<file path="src/rtl/eviction_write_buffer_pkg.sv">
// Shared types for the eviction write buffer: LC-3b word/line types and FSM state encoding.
package eviction_write_buffer_pkg;

   typedef logic [15:0]  lc3b_word;
   typedef logic [127:0] lc3b_line;
   typedef logic [11:0]  lc3b_line_addr;

   typedef enum logic [1:0] {
      WB_IDLE,
      WB_ACK,
      WB_RD_MEM,
      WB_DRAIN
   } wb_state_t;

   // Memory-side addresses are always line aligned.
   function automatic lc3b_word line_to_addr(input lc3b_line_addr line);
      return {line, 4'h0};
   endfunction

endpackage

</file>
<file path="src/rtl/eviction_write_buffer_match.sv">
// Combinational DEPTH-way line address comparator over the buffered entries.
module wb_match
   import eviction_write_buffer_pkg::*;
#(
   parameter int DEPTH = 4,
   parameter int IDX_W = $clog2(DEPTH)
)
(
   input  lc3b_line_addr    key,
   input  lc3b_line_addr    tags [DEPTH],
   input  logic [DEPTH-1:0] valid,
   output logic             hit,
   output logic [DEPTH-1:0] hit_onehot,
   output logic [IDX_W-1:0] hit_idx
);

   generate
      for (genvar gi = 0; gi < DEPTH; gi++) begin : g_cmp
         assign hit_onehot[gi] = valid[gi] && (tags[gi] == key);
      end
   endgenerate

   assign hit = |hit_onehot;

   // At most one entry per line is ever valid, so OR-encoding the one-hot is exact.
   always_comb begin
      hit_idx = '0;
      for (int i = 0; i < DEPTH; i++) begin
         if (hit_onehot[i]) begin
            hit_idx = hit_idx | IDX_W'(i);
         end
      end
   end

endmodule

</file>
<file path="src/rtl/eviction_write_buffer.sv">
// Write buffer between the L1 line port and physical memory: absorbs writebacks,
// forwards buffered lines to reads, coalesces repeat writebacks and drains when idle.
module eviction_write_buffer
   import eviction_write_buffer_pkg::*;
#(
   parameter int DEPTH = 4
)
(
   input  logic         clk,
   input  logic         reset,
   input  logic         ca_read,
   input  logic         ca_write,
   input  logic [15:0]  ca_address,
   input  logic [127:0] ca_wdata,
   output logic [127:0] ca_rdata,
   output logic         ca_resp,
   output logic         pmem_read,
   output logic         pmem_write,
   output logic [15:0]  pmem_address,
   output logic [127:0] pmem_wdata,
   input  logic [127:0] pmem_rdata,
   input  logic         pmem_resp,
   output logic         full,
   output logic         empty
);

   localparam int IDX_W = $clog2(DEPTH);
   localparam int CNT_W = IDX_W + 1;
   localparam logic [CNT_W-1:0] CNT_FULL = CNT_W'(DEPTH);

   wb_state_t        state_reg;
   logic [IDX_W-1:0] head_reg;
   logic [IDX_W-1:0] tail_reg;
   logic [CNT_W-1:0] count_reg;
   logic [DEPTH-1:0] valid_reg;
   lc3b_line_addr    tag_reg [DEPTH];
   lc3b_line         data_mem [DEPTH];
   lc3b_line         ca_rdata_reg;
   lc3b_line         pmem_wdata_reg;
   logic             pmem_read_reg;
   logic             pmem_write_reg;
   lc3b_word         pmem_address_reg;

   lc3b_line_addr    req_line;
   logic             addr_offset_unused;
   logic             match_hit;
   logic [DEPTH-1:0] match_onehot_unused;
   logic [IDX_W-1:0] match_idx;

   logic             is_idle;
   logic             wr_req;
   logic             full_int;
   logic             empty_int;
   logic             fwd_rd;
   logic             rd_miss;
   logic             wr_coalesce;
   logic             wr_alloc;
   logic             drain_start;
   logic             ram_we;
   logic [IDX_W-1:0] ram_waddr;

   assign req_line           = ca_address[15:4];
   assign addr_offset_unused = ^ca_address[3:0];

   wb_match #(
      .DEPTH (DEPTH),
      .IDX_W (IDX_W)
   ) u_match (
      .key        (req_line),
      .tags       (tag_reg),
      .valid      (valid_reg),
      .hit        (match_hit),
      .hit_onehot (match_onehot_unused),
      .hit_idx    (match_idx)
   );

   assign full_int  = (count_reg == CNT_FULL);
   assign empty_int = (count_reg == '0);

   // Request decode is only meaningful in IDLE; read wins if both strobes are set.
   assign is_idle     = (state_reg == WB_IDLE);
   assign wr_req      = ca_write & ~ca_read;
   assign fwd_rd      = is_idle & ca_read & match_hit;
   assign rd_miss     = is_idle & ca_read & ~match_hit;
   assign wr_coalesce = is_idle & wr_req & match_hit;
   assign wr_alloc    = is_idle & wr_req & ~match_hit & ~full_int;
   assign drain_start = is_idle & ~empty_int &
                        ((wr_req & ~match_hit & full_int) | (~ca_read & ~ca_write));

   assign ram_we    = wr_coalesce | wr_alloc;
   assign ram_waddr = match_hit ? match_idx : tail_reg;

   // Line data lives in an unreset array with registered reads so it maps to block RAM.
   always_ff @(posedge clk) begin
      if (ram_we) begin
         data_mem[ram_waddr] <= ca_wdata;
      end
      if (fwd_rd) begin
         ca_rdata_reg <= data_mem[match_idx];
      end
      if (drain_start) begin
         pmem_wdata_reg <= data_mem[head_reg];
      end
   end

   always_ff @(posedge clk or posedge reset) begin
      if (reset) begin
         state_reg        <= WB_IDLE;
         head_reg         <= '0;
         tail_reg         <= '0;
         count_reg        <= '0;
         valid_reg        <= '0;
         pmem_read_reg    <= 1'b0;
         pmem_write_reg   <= 1'b0;
         pmem_address_reg <= '0;
         for (int i = 0; i < DEPTH; i++) begin
            tag_reg[i] <= '0;
         end
      end else begin
         case (state_reg)
            WB_IDLE: begin
               if (fwd_rd || wr_coalesce) begin
                  state_reg <= WB_ACK;
               end else if (wr_alloc) begin
                  tag_reg[tail_reg]   <= req_line;
                  valid_reg[tail_reg] <= 1'b1;
                  tail_reg            <= tail_reg + IDX_W'(1);
                  count_reg           <= count_reg + CNT_W'(1);
                  state_reg           <= WB_ACK;
               end else if (rd_miss) begin
                  pmem_read_reg    <= 1'b1;
                  pmem_address_reg <= line_to_addr(req_line);
                  state_reg        <= WB_RD_MEM;
               end else if (drain_start) begin
                  pmem_write_reg   <= 1'b1;
                  pmem_address_reg <= line_to_addr(tag_reg[head_reg]);
                  state_reg        <= WB_DRAIN;
               end
            end
            WB_ACK: begin
               state_reg <= WB_IDLE;
            end
            WB_RD_MEM: begin
               if (pmem_resp) begin
                  pmem_read_reg <= 1'b0;
                  state_reg     <= WB_IDLE;
               end
            end
            WB_DRAIN: begin
               // Head entry retires only once memory has committed it.
               if (pmem_resp) begin
                  pmem_write_reg      <= 1'b0;
                  valid_reg[head_reg] <= 1'b0;
                  head_reg            <= head_reg + IDX_W'(1);
                  count_reg           <= count_reg - CNT_W'(1);
                  state_reg           <= WB_IDLE;
               end
            end
            default: begin
               state_reg <= WB_IDLE;
            end
         endcase
      end
   end

   // Memory read data passes straight through so ca_resp can coincide with pmem_resp.
   assign ca_rdata     = (state_reg == WB_RD_MEM) ? pmem_rdata : ca_rdata_reg;
   assign ca_resp      = (state_reg == WB_ACK) | ((state_reg == WB_RD_MEM) & pmem_resp);
   assign pmem_read    = pmem_read_reg;
   assign pmem_write   = pmem_write_reg;
   assign pmem_address = pmem_address_reg;
   assign pmem_wdata   = pmem_wdata_reg;
   assign full         = full_int;
   assign empty        = empty_int;

endmodule

</file>
<file path="config.mk">
export PLATFORM = sky130hd
export DESIGN_NAME = eviction_write_buffer
export DESIGN_NICKNAME = d
export VERILOG_FILES = /design/src/rtl/eviction_write_buffer_pkg.sv /design/src/rtl/eviction_write_buffer_match.sv /design/src/rtl/eviction_write_buffer.sv
export SDC_FILE = /design/constraint.sdc
export NUM_CORES = 1
export LEC_CHECK = 0
export ABC_AREA = 1
export BUFFER_PORTS_ARGS = -buffer_cell sky130_fd_sc_hd__buf_2
export CAP_MARGIN = 5
export CELL_PAD_IN_SITES_DETAIL_PLACEMENT = 1
export CELL_PAD_IN_SITES_GLOBAL_PLACEMENT = 1
export CORE_ASPECT_RATIO = 1.25
export CORE_MARGIN = 5
export CORE_UTILIZATION = 45
export CTS_BUF_LIST = sky130_fd_sc_hd__clkbuf_2 sky130_fd_sc_hd__clkbuf_4 sky130_fd_sc_hd__clkbuf_8
export DETAILED_ROUTE_END_ITERATION = 16
export PLACE_DENSITY = 0.76
export SLEW_MARGIN = 30
export SYNTH_ARGS = -nofsm -noshare
export SYNTH_HDL_FRONTEND = slang
export SYNTH_SLANG_ARGS = --single-unit
</file>
<file path="constraint.sdc">
create_clock -name clk -period 12.8 [get_ports clk]
set_input_delay 0.64 -clock clk [delete_from_list [all_inputs] [get_ports clk]]
set_output_delay 0.64 -clock clk [all_outputs]
set_load 0.005 [all_outputs]
</file>
==> results.toml <==
[sta]
worst_pin_slew_ns = 1.06
finalMaxSlewViolations = 0
finalClockSkew_ns = 0.0435
relSlewSlack_pct = 29.6
period_share_pct = 48.9
rsz0062_at_grt = "false"
period_minus_slack_ns = 6.26
setup_slack_ns = 6.54
holdWs_ns = 0.0865
finalHoldViolCount = 0
setup_viol = 0
clock.fmax_mhz = 160
tns_ns = 0

[critical_path]
cp_slowest_cell = "nor2_4"
r2r_cells = 15
worstPathArrival_ns = 6.63
critPathRequiredTime_ns = 13.17
critPathMaxFanout = 91
critPathKind = "reg -> reg"
crit_chain = "inv_1, nand2_1, nand2_1, nor2_1, nand2_1, nor2_1, nand2_4, buf_4, nand2_8, nor2_8, a21oi_1, inv_1, nor2_4, buf_4, buf_4"
crit_path_start_kind = "flop"
cp-end-kind = "flop"
slowest_delay_ns = 0.78

[floorplan]
num_io_pins = 554
fp.dieW_um = 267
initial_core_util_pct = 45.2
fp-row-count = 118
die_area_sq_mm = 0.0888
die_y_um = 332
core_sq_mm = 0.0825

[placement]
gp_congestion = 0.840
hpwl_um = 74000
place_ws_ns = 5.99
port_buffers = 545

[synthesis]
synth_edf_count = 768
synth_area_sq_mm = 0.0373
yosysUniqueCellTypes = 42
ys_seq_elements = 843
synth_cells = 3307
ys_seq_area_share_pct = 66.9
syn_area_per_cell_sq_um = 11.3
synth-main-ff-cell = "edfxtp_1"
yosys_warnings = 0
synthArstFlopShare_pct = 8.90

[clock_network]
clock_path_buffers = 3
insertion_delay_ns = 0.78
clockRootBuffer = "clkbuf_8"
numCtsBuffers = 137
cts_resized = 0
clkTransAtPathRegs_ns = 0.06
post-cts-setup-buffer-count = 0
cts_tree = "done"
cts_htree_levels = 4
clock-sinks = 843

[flow_run]
cap_violations = 0

[drt]
dr.pass1.iters = 5
dr_wl_met3_um = 8000
m1WireLength_um = 46700
dr.max_layer_used = "met5"
drcViolationCount = 0
via_count = 29000
drtIter0Drc = 1927
ant_nets = 0
wl_um = 123000
wl_per_cell_um = 24.4
met2RoutedLength_um = 63100
via_per_inst = 5.74

[power]
cellPowerDensity_mw_per_mm2 = 187
p_leak_nw = 16.9
p_total_w = 0.00822
ir_drop_mv = 0.118

[layout]
fillCellCount = 8993
finalNetCount = 4129
layout_commonest_cell = "edfxtp_1"
largest_register_ff_count = 512
drive_gt1_share_pct = 24.4
area_delta_synth_final_pct = 17.7
most-common-layout-cells = "768 x edfxtp_1, 671 x a21oi_1, 545 x buf_2, 483 x nand2_1, 182 x inv_1"

[hold_path]
hp-class = "in -> reg"
hold_depth = 1

[grt]
antenna_found_initial = 22
grt_pass1_vias = 31500
grt-ovfl-total = 0
grt_max_degree = 158
track_usage_pct = 27.0
grt_pass1_wl_um = 184000

[run_status]
outcome = "completed"
==> worst paths after layout <==
kind,to,from,slack (ns)
min in group asynchronous,pmem_address[9],reset,0.39
setup / recovery,data_mem[0][72],tag_reg[6],6.54
hold reg to reg,pmem_read,pmem_read,0.47
max in group asynchronous,tag_reg[31],reset,11.24
setup reg to reg,data_mem[0][72],tag_reg[6],6.54
hold / removal,data_mem[2][98],ca_wdata[98],0.09
==> per-layer routing <==
layer / up-vias / global-route usage, %
li1: 13000 / -
met1: 14600 / 32.2
met2: 1066 / 47.7
met3: 315 / 4.97
met4: 10 / 11.9
met5: - / 0
==> repair_timing <==
action	in CTS	in global routing
setup endpoints to repair	0	0
hold buffers	45	0
endpoints found under the hold margin	158	0
==> Yosys cell counts, types with 12 or more instances <==
master,number,share of area [%]
buf_2,72,0.97
inv_1,184,1.9
o21ai_0,162,2.2
a31oi_1,129,2.2
edfxtp_1,768,62
nor2_1,170,1.7
nand2_1,486,4.9
o21ai_1,51,0.68
clkbuf_1,128,1.3
buf_1,14,0.14
a21oi_1,671,9.0
nand3_1,169,2.3
buf_4,16,0.32
mux2_2,128,3.9
inv_2,12,0.12
dfrtp_1,75,5.0
==> critical path: cells and delay by family, from the launching register on <==
family,cells,cell delay (ns)
AO/OA/AOI/OAI,1,0.43
buffers and inverters,5,2.31
flip-flops,1,0.40
AND/OR/NAND/NOR,9,2.42
==> logic make-up (layout without fill, tap and decap cells) <==
| family | after synthesis | after routing | synth area share, % |
|---|---|---|---|
| flops | 843 | 843 | 66.9 |
| buf+inv | 436 | 1074 | 4.96 |
| other cells | 1 | 19 | 0.0101 |
| xor+xnor | 7 | 7 | 0.164 |
| mux | 128 | 128 | 3.86 |
| simple gates | 861 | 861 | 9.60 |
| compound gates | 1022 | 1022 | 14.2 |
| fa+ha+maj | 9 | 9 | 0.322 |
==> per-stage QoR <==
step                      utilization, %  instances  cell area, sq um
after detailed placement            49.3       4739             40700
final                               53.2       5043             43900
after global placement              49.3       4739             40700
after floorplan                        -       3310             37300
after global routing                53.2       5038             43900
after CTS                           53.1       5028             43800
==> power by group <==
group	switching (W)	leakage (nW)	internal, W
clock	0.00108	1.41	0.00125
sequential	0.000189	7.88	0.00340
combinational	0.00152	7.62	0.000781
==> area by class of cell <==
type	count	area, sq um	share of cell area [%]
Antenna cell	15	37.5	0.0855
Clock buffer	189	2350	5.36
Clock inverter	55	327	0.744
Inverter	198	766	1.74
Multi-Input combinational cell	2031	10600	24.2
Sequential cell	843	24900	56.8
Tap cell	1080	1350	3.08
Timing Repair Buffer	632	3500	7.97
(Power assumes the default switching activity.)
